**src/rtl/exe_stage_mc.sv**
```systemverilog
// Execute stage with ready/valid handshake: single-cycle ALU ops plus iterative shift-add MUL.
// Define EXE_STAGE_MC_DIV_EN to add iterative unsigned restoring DIV; otherwise DIV decodes as undefined.
module exe_stage_mc #(
    parameter int WORD_SIZE = 32
) (
    input  logic                 clk,
    input  logic                 rst_n,
    input  logic                 in_valid,
    output logic                 in_ready,
    input  logic [3:0]           EXE_CMD,
    input  logic [1:0]           val1_sel,
    input  logic [1:0]           val2_sel,
    input  logic [1:0]           ST_val_sel,
    input  logic [WORD_SIZE-1:0] val1,
    input  logic [WORD_SIZE-1:0] val2,
    input  logic [WORD_SIZE-1:0] ST_value_in,
    input  logic [WORD_SIZE-1:0] ALU_res_MEM,
    input  logic [WORD_SIZE-1:0] result_WB,
    output logic                 out_valid,
    input  logic                 out_ready,
    output logic [WORD_SIZE-1:0] ALUResult,
    output logic [WORD_SIZE-1:0] ST_value_out,
    output logic                 busy
);
    localparam int SHW = (WORD_SIZE > 1) ? $clog2(WORD_SIZE) : 1;
    localparam int CW  = $clog2(WORD_SIZE + 1);

    typedef enum logic [1:0] {IDLE, BUSY, DONE} state_t;

    state_t               state_q;
    logic [CW-1:0]        cnt_q;
    logic [WORD_SIZE-1:0] a_q, b_q, acc_q;
    logic [WORD_SIZE-1:0] a_d, b_d, acc_d;
    logic [WORD_SIZE-1:0] op_a, op_b, st_fwd, alu_res;
    logic                 accept, is_mul, is_multi;

    function automatic logic [WORD_SIZE-1:0] fwd(input logic [1:0] sel,
                                                  input logic [WORD_SIZE-1:0] r,
                                                  input logic [WORD_SIZE-1:0] mem,
                                                  input logic [WORD_SIZE-1:0] wb);
        case (sel)
            2'd0:    fwd = r;
            2'd1:    fwd = mem;
            2'd2:    fwd = wb;
            default: fwd = '0;
        endcase
    endfunction

    assign op_a   = fwd(val1_sel,   val1,        ALU_res_MEM, result_WB);
    assign op_b   = fwd(val2_sel,   val2,        ALU_res_MEM, result_WB);
    assign st_fwd = fwd(ST_val_sel, ST_value_in, ALU_res_MEM, result_WB);

    assign in_ready  = rst_n && ((state_q == IDLE) || (state_q == DONE && out_ready));
    assign out_valid = (state_q == DONE);
    assign busy      = (state_q == BUSY);
    assign accept    = in_valid && in_ready;
    assign is_mul    = (EXE_CMD == 4'b1100);

`ifdef EXE_STAGE_MC_DIV_EN
    logic             div_q;
    logic             is_div;
    logic [WORD_SIZE:0] rem_sh;
    assign is_div   = (EXE_CMD == 4'b1101);
    assign is_multi = is_mul || is_div;
`else
    assign is_multi = is_mul;
`endif

    always_comb begin
        alu_res = '0;
        case (EXE_CMD)
            4'b0000: alu_res = op_a + op_b;
            4'b0010: alu_res = op_a - op_b;
            4'b0100: alu_res = op_a & op_b;
            4'b0101: alu_res = op_a | op_b;
            4'b0110: alu_res = ~(op_a | op_b);
            4'b0111: alu_res = op_a ^ op_b;
            4'b1000: alu_res = op_a << op_b[SHW-1:0];
            4'b1001: alu_res = op_a >> op_b[SHW-1:0];
            4'b1010: alu_res = $unsigned($signed(op_a) >>> op_b[SHW-1:0]);
            default: alu_res = '0;
        endcase
    end

    // One iteration per BUSY cycle. MUL: a_q multiplicand, b_q multiplier, acc_q product.
    // DIV: a_q divisor, b_q dividend shifting into quotient, acc_q remainder.
    always_comb begin
        a_d   = a_q << 1;
        b_d   = b_q >> 1;
        acc_d = b_q[0] ? acc_q + a_q : acc_q;
`ifdef EXE_STAGE_MC_DIV_EN
        rem_sh = {acc_q, b_q[WORD_SIZE-1]};
        if (div_q) begin
            a_d = a_q;
            if (rem_sh >= {1'b0, a_q}) begin
                acc_d = WORD_SIZE'(rem_sh - {1'b0, a_q});
                b_d   = {b_q[WORD_SIZE-2:0], 1'b1};
            end else begin
                acc_d = rem_sh[WORD_SIZE-1:0];
                b_d   = {b_q[WORD_SIZE-2:0], 1'b0};
            end
        end
`endif
    end

    always_ff @(posedge clk or negedge rst_n) begin
        if (!rst_n) begin
            state_q      <= IDLE;
            cnt_q        <= '0;
            a_q          <= '0;
            b_q          <= '0;
            acc_q        <= '0;
            ALUResult    <= '0;
            ST_value_out <= '0;
`ifdef EXE_STAGE_MC_DIV_EN
            div_q        <= 1'b0;
`endif
        end else if (accept) begin
            ST_value_out <= st_fwd;
            if (is_multi) begin
                a_q     <= op_a;
                b_q     <= op_b;
                acc_q   <= '0;
                cnt_q   <= CW'(WORD_SIZE);
                state_q <= BUSY;
`ifdef EXE_STAGE_MC_DIV_EN
                div_q   <= is_div;
                if (is_div) begin
                    a_q <= op_b;
                    b_q <= op_a;
                end
`endif
            end else begin
                ALUResult <= alu_res;
                state_q   <= DONE;
            end
        end else if (state_q == BUSY) begin
            a_q   <= a_d;
            b_q   <= b_d;
            acc_q <= acc_d;
            cnt_q <= cnt_q - 1'b1;
            if (cnt_q == CW'(1)) begin
                state_q <= DONE;
`ifdef EXE_STAGE_MC_DIV_EN
                ALUResult <= div_q ? b_d : acc_d;
`else
                ALUResult <= acc_d;
`endif
            end
        end else if (state_q == DONE && out_ready) begin
            state_q <= IDLE;
        end
    end
endmodule

```
**config.mk**
```make
export PLATFORM = sky130hd
export DESIGN_NAME = exe_stage_mc
export DESIGN_NICKNAME = d
export VERILOG_FILES = /design/src/rtl/exe_stage_mc.sv
export SDC_FILE = /design/constraint.sdc
export NUM_CORES = 1
export LEC_CHECK = 0
export ABC_CLOCK_PERIOD_IN_PS = 3500
export CAP_MARGIN = 25
export CELL_PAD_IN_SITES_DETAIL_PLACEMENT = 1
export CELL_PAD_IN_SITES_GLOBAL_PLACEMENT = 1
export CORE_ASPECT_RATIO = 0.6
export CORE_MARGIN = 2
export CORE_UTILIZATION = 43
export CTS_CLUSTER_SIZE = 28
export DETAILED_ROUTE_END_ITERATION = 10
export MAX_ROUTING_LAYER = met4
export PLACE_DENSITY_LB_ADDON = 0.1
export RECOVER_POWER = 100
export REMOVE_ABC_BUFFERS = 1
export SETUP_SLACK_MARGIN = 0.1
export SLEW_MARGIN = 20
export SYNTH_ARGS = -nofsm -noshare
export SYNTH_HDL_FRONTEND = slang
export SYNTH_SLANG_ARGS = --single-unit
```
**constraint.sdc**
```tcl
create_clock -name clk -period 3.5 [get_ports clk]
set_clock_uncertainty 0.05 [all_clocks]
set_input_delay 0.875 -clock clk [delete_from_list [all_inputs] [get_ports clk]]
set_output_delay 0.875 -clock clk [all_outputs]
set_load 0.01 [all_outputs]
```
==> flow_results.org, run 1 <==
** Outcome
- The run stopped with a tool error.
- The run ended at 5_1_grt.
- Tool error :: [ERROR GRT-0232] Routing congestion too high. Check the congestion heatmap in the GUI.

** Logic synthesis
- Yosys mapped the design onto a little over 100 distinct sky130hd cell types.
- The compound-cell area share of the yosys netlist was 0.287.
- Synthesis inferred approximately 170 register bits.
- The mapped netlist covers ~20000 µm².
- Adder-cell share of the synthesized area :: 0.0832
- Post-synthesis average cell area :: 7.90 µm²
- Yosys mapped a number of flops with a built-in enable equal to 0.
- Synthesis handed over a netlist of about 2500 instances.
- Of the total synthesized cell area, the portion taken by XOR and XNOR cells is 0.0341.
- Synth warnings :: 0
- Post-synthesis mux area share :: 0.168
- Largest family of logic cells by synthesized area :: compound AO/OA/AOI/OAI gates
- Async SR Flop Fraction :: 1.00
- The share of the Yosys chip area taken by registers is 0.210.
- For this run, the leading register cell type out of synthesis is dfrtp_1.
- Share of synthesized cell area in and, or, nand and nor gates :: 0.153

** Placed design
- The wire-length estimate of the detail-placed layout is 90900 µm.
- Routability-driven placement finished with a final weighted congestion of ~1.1.
- At the placement stage, the worst setup path has a slack of -2.62 ns.
- Count of buffers from port buffering :: 240

** Clocking
- Buffers from clock root to sink, at most :: 2
- In this run, post-CTS hold repair placed 0 buffers.
- Number of clock sinks seen by CTS :: between 150 and 200
- Clk Tree Root Cell :: clkbuf_16
- Buffers inserted during clock tree synthesis total 17.
- The H-tree was split into 4 levels.

** Floorplan
- After floorplanning, the core was divided into 61 placement rows.
- The die is around 280 µm wide.
- For this configuration, the core starts out at a cell density of 0.434.
- Die Y :: 171 µm
- Boundary Pins :: approximately 240

** Global routing
- Entering global routing, the biggest net connects roughly 130 pins.
- For this run the aggregate overflow at the end of global routing stands at ~280.
- Overall routing resource usage :: 0.835
-- per-layer routing --
metal | track usage | overflow
met5 | - | -
met1 | 0.825 | 17
met3 | 0.719 | 20
met4 | 0.789 | 100
met2 | 0.961 | 140
-- cell usage after synthesis, types with 15 or more instances --
library cell / count / area (µm²)
buf_1: 23 / 86.3
inv_1: 89 / 334
buf_2: 37 / 185
a2bb2oi_2: 39 / 586
o22ai_1: 26 / 163
dfrtp_1: 168 / 4200
nor3_1: 41 / 205
ha_1: 130 / 1630
a21oi_1: 230 / 1150
inv_2: 16 / 60.1
clkbuf_1: 100 / 375
xnor2_1: 65 / 569
buf_6: 16 / 180
nand2b_1: 15 / 93.8
o211ai_1: 41 / 308
nand2_1: 272 / 1020
a21o_1: 38 / 285
mux2_2: 41 / 462
a211oi_1: 44 / 330
nand3_1: 38 / 190
mux2i_1: 277 / 2770
nor2_1: 242 / 908
o21a_1: 20 / 150
o21ai_0: 197 / 986
nor2b_1: 18 / 113
a31oi_1: 27 / 169
-- kinds of logic after synthesis --
group,after synthesis
and+or+nand+nor,704
xor gates and xnor gates,78
DFF,168
adders and majority gates,132
muxes,324
buffers and inverters,293
AOI/OAI and AO/OA,838
-- per-stage QoR --
step,hold slack [ns],instance area (µm²),std cells,utilization,setup TNS (ns)
after floorplan,0.395,19100,2349,-,-691.68
after global placement,0.412,27400,3870,0.593,-46.48
after detailed placement,0.421,27400,3870,0.593,-65.83
after CTS,0.440,29700,3947,0.643,-25.40
-- repair_timing --
item,4_1_cts
endpoints found under the setup margin,34
buffers inserted,49
gates cloned,0
gates resized for setup,296
pin swaps,119
==> run 2, diff against run 1 <==
Settings changed: CELL_PAD_IN_SITES_DETAIL_PLACEMENT 1 to unset, CELL_PAD_IN_SITES_GLOBAL_PLACEMENT 1 to unset, CORE_ASPECT_RATIO 0.6 to unset, CORE_UTILIZATION 43 to 30, CTS_CLUSTER_SIZE 28 to unset, MAX_ROUTING_LAYER met4 to unset, PLACE_DENSITY_LB_ADDON 0.1 to 0.15, SETUP_SLACK_MARGIN 0.1 to unset.
==> flow_results.org, run 2 <==
** Placed design
- The cell area reported after detailed placement came to 27700 µm² (was 27400 µm²).
- The worst slack after detailed placement is -2.33 ns (was -2.62 ns).
- The final weighted congestion in routability-driven placement came to 0.972 (was 1.08).
- Detailed placement HPWL :: 80400 µm (was 90900 µm)
- The number of port buffers was 240 (unchanged).

** Timing
- The worst pin sits at a relative slew slack of 0.0465.
- The number of endpoints with negative hold slack in the final report was 0.
- Clock period minus final worst setup slack :: approximately 4.6 ns
- In the post-route analysis, the smallest setup slack over all paths is -1.13 ns.
- Of the available clock period, the critical path in the final layout requires 1.32.
- Number of setup violations in the final report :: 32
- Measured slew at the worst slew-check pin :: about 1.4 ns
- Count of pins over their slew limit :: 0
- Setup repair after global routing could not meet its margin everywhere.
- Static timing analysis puts the maximum clock frequency at 216 MHz.

** Logic synthesis
- The cell area after technology mapping is 20000 µm² (unchanged).
- Async SR Flop Fraction :: 1.00 (unchanged)
- The number of warning messages in the yosys log came to 0 (unchanged).
- Proportion of netlist area held by the largest area contributor :: 0.210 (unchanged)
- Post-synthesis average cell area :: 7.90 µm² (unchanged)
- Number of different library cells in the post-synthesis netlist :: 101 (unchanged)
- Number of synthesized flops with an enable pin :: 0 (unchanged)
- Leading cell types by count after synthesis :: mux2i_1 (277), nand2_1 (272), nor2_1 (242) (unchanged)
- The largest area contributor in the netlist is dfrtp_1 (unchanged).
- The flop and latch count out of synthesis came to 168 (unchanged).
- Area contributors post-synth: dfrtp_1 (21%), mux2i_1 (14%), ha_1 (8.1%), a21oi_1 (5.7%), nand2_1 (5.1%) (unchanged).
- Most repeated cell in the gate-level netlist after synthesis :: mux2i_1 (unchanged)
- The most instantiated flip-flop cell in the synthesis netlist was dfrtp_1 (unchanged).
- Synthesized netlist cell count :: 2537 (unchanged)
- Share of the yosys chip area belonging to registers :: 0.210 (unchanged)

** Cells and area
- Ratio of cells with drive above 1 in the final layout :: 0.334
- In the layout the commonest cells are buf_4 (623), nand2_1 (265), mux2i_1 (251).
- The finished cells cover 31000 µm².
- Leaving out fill and tap cells, the most frequent cell in the layout is buf_4.
- Number of nets in the finished design :: 3633
- Core Util, Final :: 0.469
- Post-synthesis to final-layout area growth :: 54.6%

** Critical path
- Critical Path RT :: slightly below 4 ns
- The worst setup path is captured at a flip-flop.
- The critical path is of the input port to flip-flop type.
- Maximum fanout along the worst path :: 6
- The worst setup path is launched from an input port.
- STA puts the critical path data arrival time at ~5 ns.

** Floorplan
- Boundary Pins :: 241 (unchanged)
- Full die area :: 68900 µm²
- Std-Cell Core Area :: ~66000 µm²
- The placement row count was 94 (was 61).
- The horizontal extent of the die was 262 µm (was 283 µm).
- The starting density of the core was 0.304 (was 0.434).
- Die Y :: 262 µm (was 171 µm)

** Clocking
- Buffers from clock root to sink, at most :: 2 (unchanged)
- CTS tree :: yes
- Clock transition time at the flip-flop clock pins of the worst setup and hold paths :: around 0.07 ns
- TritonCTS Buffers :: 17 (unchanged)
- Clock latency on the worst-skew pair, taken at its later pin, is between 0.5 and 0.6 ns.
- H-tree depth :: 4 (unchanged)
- The cell at the root of the clock tree is clkbuf_16 (unchanged).
- The CTS sink count was 168 (unchanged).

** Drt
- Detail-routed via count per cell :: between 5 and 6
- Across all layers, the routed design uses approximately 23000 vias.
- For this run, design rule violations remaining after detail routing come to 0.
- WL final :: 102000 µm
- First-pass iteration count of the detailed router :: 7
- Antenna Nets Post-Route :: 0
- Dividing the detail-routed wire length by the instance count gives around 24 µm.
- Initial detailed-routing violation count :: about 1600

** Global routing
- Entering global routing, the biggest net connects between 100 and 150 pins.
- In the global route stage, overall resource usage came out at 0.291.
- Total congestion overflow :: 0
- Vias in the first global route :: between 20000 and 25000
- Wire length of the first global-routing pass :: about 150000 µm
- Number of antenna violations at the first check in global routing :: 0

** Power
- Power per Cell Area :: 459 nW/µm²
- Across the VDD grid, the largest voltage drop is about 0.33 mV.
- For this design the static power due to leakage is 14.1 nW.
- After layout, the design draws a total of ~14 mW.

** Outcome
- Outcome: finished, violations left (was did not finish).
- Violations in the final reports :: setup timing

** Hold path
- The worst hold path belongs to the class flip-flop to flip-flop.

** Flow run
- Reported max-cap violation count :: 0
==> run 2: cell counts after synthesis <==
No cell type changed its count.
==> run 2: through the flow <==
stage	TNS, ns	hold slack (ns)	instances
floorplan	-691.68	0.395	2349
global placement	-51.78	0.411	4098
detailed placement	-53.56	0.420	4098
CTS	-19.80	0.364	4179
global route	-32.12	0.446	4204
finish	-21.94	0.428	4205
==> run 2: area by class of cell <==
cell class | count | area, µm²
inverter | 105 | 412
tap | 864 | 1080
fill | 6438 | 35000
clock buffer | 19 | 433
clock inverter | 13 | 133
multi-input combinational | 2076 | 16400
sequential | 168 | 4210
antenna | 1 | 2.50
timing repair buffer | 959 | 8270
==> run 2: layer usage <==
layer  track usage  share of wire
met1         0.384           0.44
met2         0.489           0.47
met3        0.0292          0.046
met4         0.116          0.042
met5             0              0
==> run 2: cells by family (layout without fill, tap and decap cells) <==
kind of cell / after synthesis / count (layout) / synth area share
AO/OA/AOI/OAI: 838 / 838 / 0.287
AND/OR/NAND/NOR: 704 / 704 / 0.153
multiplexers: 324 / 324 / 0.168
buffers and inverters: 293 / 1096 / 0.0653
flip-flops: 168 / 168 / 0.210
adder cells (fa/ha/maj): 132 / 132 / 0.0832
XOR/XNOR: 78 / 78 / 0.0341
other: 0 / 1 / 0
==> run 2: worst max-delay path, cell delays in order <==
cell,delay [ns]
buf_8,0.10
buf_6,0.11
buf_12,0.13
buf_6,0.11
mux2i_1,0.16
o21a_1,0.20
inv_2,0.07
nor4_4,0.33
buf_4,0.17
nand4_1,0.17
buf_6,0.20
nor2_4,0.18
nor2_4,0.07
xnor2_2,0.15
ha_1,0.34
buf_6,0.13
nand4_1,0.09
buf_6,0.15
nor4_2,0.35
nor2_1,0.11
buf_4,0.15
nand4_1,0.07
nand3b_1,0.15
a32oi_2,0.28
a221o_1,0.14
==> run 2: worst paths after layout <==
kind | start | end | slack (ns) | depth (start not counted)
setup reg to reg | acc_q[4] | ALUResult[21] | -0.33 | 11
min in group asynchronous | rst_n | ST_value_out[22] | 1.16 | 2
hold reg to reg | ST_value_out[14] | ST_value_out[14] | 0.43 | 2
setup / recovery | val2_sel[1] | ALUResult[28] | -1.13 | 25
max in group asynchronous | rst_n | b_q[0] | 0.29 | 3
hold / removal | ST_value_out[14] | ST_value_out[14] | 0.43 | 2
==> run 2: report_power, final <==
part | leakage, nW | internal (mW) | switching, mW | total, mW
clock | 0.270 | 1.00 | 1.06 | 2.07
combinational | 11.6 | 4.03 | 4.93 | 8.96
sequential | 2.21 | 2.64 | 0.550 | 3.19
total | 14.1 | 7.67 | 6.54 | 14.2
==> run 2: repair_timing <==
action                                  in CTS  in global routing
cloned                                       2                  0
endpoints found under the setup margin      32                 33
resized for setup                          344                144
hold buffers                                 0                  0
buffers inserted                            60                 37
pin swaps                                  128                114
No activity file was read; power rests on OpenSTA's default activity.
